## config.mk

```make
export PLATFORM = sky130hd
export DESIGN_NAME = mx11_seq
export DESIGN_NICKNAME = d
export VERILOG_FILES = /design/src/rtl/mx11_seq.sv
export SDC_FILE = /design/constraint.sdc
export NUM_CORES = 1
export LEC_CHECK = 0
export BUFFER_PORTS_ARGS = -buffer_cell sky130_fd_sc_hd__buf_2
export CAP_MARGIN = 20
export CORE_MARGIN = 1
export CORE_UTILIZATION = 53
export DETAILED_ROUTE_END_ITERATION = 16
export HOLD_SLACK_MARGIN = 0.15
export PLACE_DENSITY = 0.84
export SLEW_MARGIN = 20
export SYNTH_ARGS = -nofsm -noshare
export SYNTH_HDL_FRONTEND = slang
export SYNTH_SLANG_ARGS = --single-unit
```

## constraint.sdc

```tcl
create_clock -name clk -period 3.6 [get_ports clk]
set_input_delay 0.36 -clock clk [delete_from_list [all_inputs] [get_ports clk]]
set_output_delay 0.36 -clock clk [all_outputs]
set_load 0.05 [all_outputs]
```

## src/rtl/mx11_seq.sv

```systemverilog
// mx11_seq: instruction sequencer for the mx11 scalar execution unit.
// Latency: ALU word is fetch + 1 execute cycle; LDI is fetch + immediate fetch + 1 load cycle.
// Backpressure: imem_req is held with a stable address until imem_ack; no other stalls.
//
// Ports:
//   clk, rst            - clock, synchronous active-high reset
//   run, pc_start       - start request (IDLE/HALTED only) and start address
//   imem_req/addr/ack/rdata - program memory read handshake (rdata valid with ack)
//   seu_opcode/dst_f/src_a/src_b - IR fields driven to the SEU
//   seu_fetch, seu_cs_n - SEU immediate-load select and active-low chip select
//   reg_we, imm_data    - register-bank write strobe and LDI immediate byte
//   busy, halted, pc, retired - status: activity, halt, program counter, retired count
module mx11_seq #(
    parameter int PC_W  = 8,
    parameter int CNT_W = 16
) (
    input  logic             clk,
    input  logic             rst,
    input  logic             run,
    input  logic [PC_W-1:0]  pc_start,
    output logic             imem_req,
    output logic [PC_W-1:0]  imem_addr,
    input  logic             imem_ack,
    input  logic [15:0]      imem_rdata,
    output logic [3:0]       seu_opcode,
    output logic [3:0]       seu_dst_f,
    output logic [3:0]       seu_src_a,
    output logic [3:0]       seu_src_b,
    output logic             seu_fetch,
    output logic             seu_cs_n,
    output logic             reg_we,
    output logic [7:0]       imm_data,
    output logic             busy,
    output logic             halted,
    output logic [PC_W-1:0]  pc,
    output logic [CNT_W-1:0] retired
);

    typedef enum logic [2:0] {
        S_IDLE   = 3'd0,
        S_FETCH  = 3'd1,
        S_EXEC   = 3'd2,
        S_IMM    = 3'd3,
        S_LOADI  = 3'd4,
        S_HALTED = 3'd5
    } state_t;

    state_t           r_state;
    state_t           w_state_nxt;
    logic [15:0]      r_ir;
    logic [PC_W-1:0]  r_pc;
    logic [7:0]       r_imm;
    logic [CNT_W-1:0] r_retired;
    logic             r_imem_req;
    logic             r_cs_n;
    logic             r_fetch;
    logic             r_reg_we;
    logic             r_busy;
    logic             r_halted;

    logic             w_is_ldi;
    logic             w_is_halt;
    logic             w_retire;
    logic [PC_W-1:0]  w_pc_inc;

    // Decode is done on the word arriving from memory so the next state
    // can be chosen in the same cycle as the ack.
    assign w_is_ldi  = (imem_rdata[15:12] == 4'h0) && (imem_rdata[7:4] == 4'hF);
    assign w_is_halt = (imem_rdata[15:12] == 4'h0) && (imem_rdata[7:4] == 4'hE);
    assign w_pc_inc  = r_pc + PC_W'(1);

    always_comb begin
        w_state_nxt = r_state;
        case (r_state)
            S_IDLE:   if (run) w_state_nxt = S_FETCH;
            S_FETCH: begin
                if (imem_ack) begin
                    if (w_is_halt)     w_state_nxt = S_HALTED;
                    else if (w_is_ldi) w_state_nxt = S_IMM;
                    else               w_state_nxt = S_EXEC;
                end
            end
            S_EXEC:   w_state_nxt = S_FETCH;
            S_IMM:    if (imem_ack) w_state_nxt = S_LOADI;
            S_LOADI:  w_state_nxt = S_FETCH;
            S_HALTED: if (run) w_state_nxt = S_FETCH;
            default:  w_state_nxt = S_IDLE;
        endcase
    end

    // EXEC and LOADI each last exactly one cycle, so entering either marks
    // exactly one retired instruction; the count is visible with reg_we.
    assign w_retire = (w_state_nxt == S_EXEC) || (w_state_nxt == S_LOADI);

    always_ff @(posedge clk) begin
        if (rst) begin
            r_state    <= S_IDLE;
            r_pc       <= '0;
            r_ir       <= 16'h0000;
            r_imm      <= 8'h00;
            r_retired  <= '0;
            r_imem_req <= 1'b0;
            r_cs_n     <= 1'b1;
            r_fetch    <= 1'b0;
            r_reg_we   <= 1'b0;
            r_busy     <= 1'b0;
            r_halted   <= 1'b0;
        end else begin
            r_state <= w_state_nxt;

            case (r_state)
                S_IDLE, S_HALTED: if (run) r_pc <= pc_start;
                S_FETCH: begin
                    if (imem_ack) begin
                        r_ir <= imem_rdata;
                        r_pc <= w_pc_inc;
                    end
                end
                S_IMM: begin
                    if (imem_ack) begin
                        r_imm <= imem_rdata[7:0];
                        r_pc  <= w_pc_inc;
                    end
                end
                default: ;
            endcase

            if (w_retire && (r_retired != {CNT_W{1'b1}}))
                r_retired <= r_retired + CNT_W'(1);

            // Outputs are registered from the next state so they line up
            // with the state they describe without a decode after the flop.
            r_imem_req <= (w_state_nxt == S_FETCH) || (w_state_nxt == S_IMM);
            r_cs_n     <= (w_state_nxt != S_EXEC);
            r_fetch    <= (w_state_nxt == S_LOADI);
            r_reg_we   <= w_retire;
            r_busy     <= (w_state_nxt == S_FETCH) || (w_state_nxt == S_EXEC) ||
                          (w_state_nxt == S_IMM)   || (w_state_nxt == S_LOADI);
            r_halted   <= (w_state_nxt == S_HALTED);
        end
    end

    assign imem_req   = r_imem_req;
    assign imem_addr  = r_pc;
    assign seu_opcode = r_ir[15:12];
    assign seu_dst_f  = r_ir[11:8];
    assign seu_src_a  = r_ir[7:4];
    assign seu_src_b  = r_ir[3:0];
    assign seu_fetch  = r_fetch;
    assign seu_cs_n   = r_cs_n;
    assign reg_we     = r_reg_we;
    assign imm_data   = r_imm;
    assign busy       = r_busy;
    assign halted     = r_halted;
    assign pc         = r_pc;
    assign retired    = r_retired;

endmodule
```

# == Yosys cells after proc, flatten, opt, wreduce, memory -nomap -nowiden ==
# Cells that the tools add are included.
# classes
addsub,2
n_eq_ne,16
muxes,9
n_reduce_logical,17
# ops
op,n
$add 16x1->16 const B,1
$mux 8,2
$ne 16x16->1 const B,1
$pmux 8 s2,1
$eq 3x2->1 const B,4
$eq 3x3->1 const B,4
$mux 3,4
$pmux 3 s4,1
$add 8x1->8 const B,1
$eq 4x4->1 const B,2
$eq 3x1->1 const B,2
$reduce_or 2->1,3
$logic_or 1x1->1,5
$logic_not 4->1,1
$ne 2x1->1 const B,2
$reduce_and 2->1,2
$logic_and 1x1->1,3
$logic_not 3->1,1
$ne 3x2->1 const B,1
$reduce_and 3->1,1
$reduce_bool 2->1,1
$mux 1,1
# totals
regBits,57
inputBits,28
out_inout_bits,62
elab_cells,55

# == Logic depth before layout (Yosys ltp) ==
# depth
ltp_word,10
ltp_mapped,7
ltp_nobuf,6

# == Least setup slack after synthesis ==
# OpenSTA, ideal clock, no wires.
# synth_timing
kind,flip-flop to flip-flop
from,"register r_retired[0], in the netlist retired[0]"
to,"register r_retired[5], in the netlist retired[5]"
setup_time_ps,121
arrival_time_ps,2053
required_ps,3479
path_slack_ps,1426
path_stages_with_launch,7
path_buffers,0
synth_period_minus_slack_ps,2174
cell_sequence,dfxtp_1 ha_1 nand4_1 nor4_1 a21oi_1 nand4_1 mux2_2
# synth_via
elab_chain_len,2
elab_cells_between_ends,3
classes_between,1 x add/sub; 1 x eq/ne; 1 x reduce/logical
# synth_rtl
item,line,rtl
from (decl),53,logic [CNT_W-1:0] r_retired;
from (signal assigned),129,r_retired <= r_retired + CNT_W'(1);
"parallel branches: the longest is 2 deep, another holds $add 16x1->16",-,
# Several ways; the timed one is not identified.
# A chain may end at the register's enable or synchronous reset.

# == Worst setup path after layout ==
# layout_timing
from,register r_state[0]
to,"register r_retired[15], in the netlist retired[15]"
# layout_via
elab_chain_len,6
elab_cells_between_ends,16
classes_between,7 x eq/ne; 4 x mux; 5 x reduce/logical
# layout_rtl
item,line,rtl
from (decl),48,state_t r_state;
from (signal assigned),109,r_state <= w_state_nxt;
$eq 3x3->1 (tied with other cells),74,case (r_state)
$reduce_or 2->1 (no source line),-,
$pmux 3 s4 (*),74,
$eq 3x2->1 or $eq 3x3->1 (tied branches),93,assign w_retire = (w_state_nxt == S_EXEC) || (w_state_nxt == S_LOADI);
$logic_or 1x1->1 (*),93,
$logic_and 1x1->1 (*),128,if (w_retire && (r_retired != {CNT_W{1'b1}}))
# Mark *: on every way between the ends. The rest lies on a longest branch, timed or not.

==> results.md <==
- Status: finished clean
- Total power: approximately 1.8 mW
- Clock Skew: 0.00704 ns
- Vias: between 2000 and 2500
- Ys flop type: dfxtp_1
- Overflow after GRT: 0
- Die H: 72.0 µm
- Fin crit share: roughly 67%
- Internal power: 1.29 mW
- Inst Count DP: 448
- Vias in the first global route: 2264
- Sequential Area: between 0.001 and 0.0015 mm²
- Post-cts sizing count: 0
- WP data required: approximately 3.8 ns
- Num CTS Buffers: 9
- Crit-path cells: and4bb_1 -> o21a_4 -> o211ai_4 -> nor4_1 -> mux2_1
- Non-Filler Instances: approximately 460
- Pin count of the biggest net entering global routing: about 60
- Core area: 0.00472 mm²
- Met2 Usage GRT: between 40% and 50%
- Sink Count: between 50 and 60
- Max clock buf depth: 2
- Synthesized instance count: about 320
- Setup crit end kind: flip-flop
- Area growth syn-to-layout: 25.6%
- Die area: approximately 0.0052 mm²
- WL final: around 6200 µm
- M1 GR Usage: approximately 30%
- Final Core Density: between 60 and 70%
- Detailed-placement wirelength estimate: a little over 4000 µm
- CTS tree: done
- Lkg Pwr: 1.40 nW
- Drt first pass iters: 4
- Ys Warns: 0
- Fmax: around 0.42 GHz
- Flop-to-flop setup slack: between 1 and 1.5 ns
- First DRT Iteration DRCs: about 120
- First-pass GRT wire length: just over 10000 µm
- Fin nets: 422
- Clock-pin slew on the worst setup and hold paths: roughly 0.070 ns
- Via density per instance: about 5.4
- Synth Register Bits: 57
- Initial antenna violation count: 0
- TNS Setup: 0 ns
- Die X: around 72 µm
- Global Route met3 Usage: 11.7%
- DRT antenna net count: 0
- RD Place Congestion: 0.908
- Psw: roughly 0.47 mW
- Fill cells: a little under 400
- Comb pwr share: between 10% and 20%
- CP Launch Type: flip-flop
- RSZ-0062 raised after global routing: false
- Most used routing layer in global routing: met2
- Setup CP Type: flip-flop to flip-flop
- Setup ws final: 1.20 ns
- Async SR Flop Fraction: 0%
- Tmin final: around 2.4 ns
- Multi-input logic area: around 0.0013 mm²
- Clock share of power: 46.5%
- IO Port Bufs: about 90
- GRT Total Usage: 25.4%
- Netlist cell types: 51
- Hold Vio Cnt, Final: 0
- Setup bufs post-CTS: 0
- H-Tree Level Count: 3
- Type of the worst min-delay path: primary input to flip-flop
- Netlist Area Pre-Place: between 0.002 and 0.003 mm²
- Worst-margin pin slew: roughly 1.0 ns
- N_diodes: 0
- Share of cells above drive strength 1: between 20% and 30%
- Fin. max-slew vios: 0
- Crit path largest cell delay: just under 0.7 ns
- Initial Utilization: approximately 55%
- Peak supply drop: a little under 0.4 mV
- Worst slack, placed: roughly 1.2 ns
- Sequential Power Share: around two fifths
- Syn nets: about 350
- Num ports: 90
- Synth Area per Inst: around 8.2 µm²
- Final setup vio count: 0
- CP max FO: 18
- Max-Cap Viols: 0
- EDFF count, synth: 0
- CTS root buf: clkbuf_8
- DR DRC count: 0
- Row count: 25
- # hold bufs at CTS: 0
- Worst-Skew Late Latency: approximately 0.34 ns
- Worst slew margin: between 30% and 40%
- Register area share after synthesis: 43.9%
- Pwr dens: 540 mW/mm²
- Slowest-stage cell, CP: and4bb_1
- Switch share: a little over a quarter
- Critical path arrival: roughly 2.6 ns
- Average routed wire per standard cell: roughly 13 µm
## registers in the layout, indices dropped and copies added (netlist names)
signal,count
busy,1
halted,1
imem_addr,8
imem_req,1
imm_data,8
r_ir,16
r_state,3
reg_we,1
retired,16
seu_cs_n,1
seu_fetch,1
## Yosys cell counts (all sizes together) (4+ instances only)
cell type	instances	share of area, %
buf	11	3.4
o21ai	13	2.6
dfxtp	57	44
a31oi	5	1.2
nor4	5	1.2
and3	6	1.4
nand2	58	8.4
nor3	4	0.77
nand3	7	1.3
a21oi	37	7.1
nand4	4	0.96
or4	5	1.6
clkbuf	14	2.0
xnor2	4	1.3
a211oi	5	1.4
inv	7	1.0
nor2	24	3.5
## worst paths after layout
| check | end | from | depth (start not counted) |
|---|---|---|---|
| hold reg to reg | imm_data[1] | imm_data[1] | 2 |
| hold / removal | r_ir[11] | imem_rdata[11] | 3 |
| setup reg to reg | retired[15] | r_state[0] | 5 |
| setup / recovery | retired[15] | r_state[0] | 5 |
## worst max-delay path, delay by kind of cell, from the launching register on
kind / cells / cell delay [ns]
simple gates: 2 / 1.04
mux: 1 / 0.36
flops: 1 / 0.51
compound gates: 2 / 0.38
## power groups by stage
stage               clock, mW  combinational, mW  sequential [mW]
finish                  0.818              0.262            0.681
global route            0.863              0.280            0.684
CTS                     0.828              0.261            0.680
detailed placement          0              0.260            0.693
global placement            0              0.256            0.692
floorplan                   0              0.134            0.768
## area by class of cell
type                            instances  share of cell area [%]
Clock buffer                           11                    4.64
Inverter                                7                   0.805
Clock inverter                          5                    3.83
Sequential cell                        57                    35.0
Multi-Input combinational cell        228                    39.5
Timing Repair Buffer                   89                    13.7
Tap cell                               67                    2.57
## cell usage in the layout (no fill, tap or decap), drive strengths merged, types with 5 or more instances in the layout
master  count
o21ai      13
nand2      58
or4         5
buf        89
nand3       7
nor2       24
nor4        5
dfxtp      57
a211oi      5
inv         7
and3        6
a21oi      37
clkbuf     11
a31oi       5
## metal layers
metal | up-vias | wire length, µm
li1 | 1255 | -
met1 | 1166 | 2800
met2 | 68 | 2930
met3 | 9 | 396
met4 | 0 | 73
met5 | - | 0
## stage by stage
| step | hold slack (ns) | instance area, µm² |
|---|---|---|
| floorplan | 0.496 | 2600 |
| detailed placement | 0.446 | 2990 |
| CTS | 0.245 | 3260 |
| global route | 0.241 | 3260 |
| finish | 0.255 | 3260 |
| global placement | 0.439 | 2990 |
## logic make-up (layout without fill, tap and decap cells)
group,after synthesis,after routing,share of synthesized area (%)
flops,57,57,43.9
fa+ha+maj,2,2,0.963
mux,6,6,2.46
simple gates,137,137,25.9
buf+inv,32,112,6.41
xor+xnor,5,5,1.69
compound gates,78,78,18.6
Power figures use the tool's default switching activity.
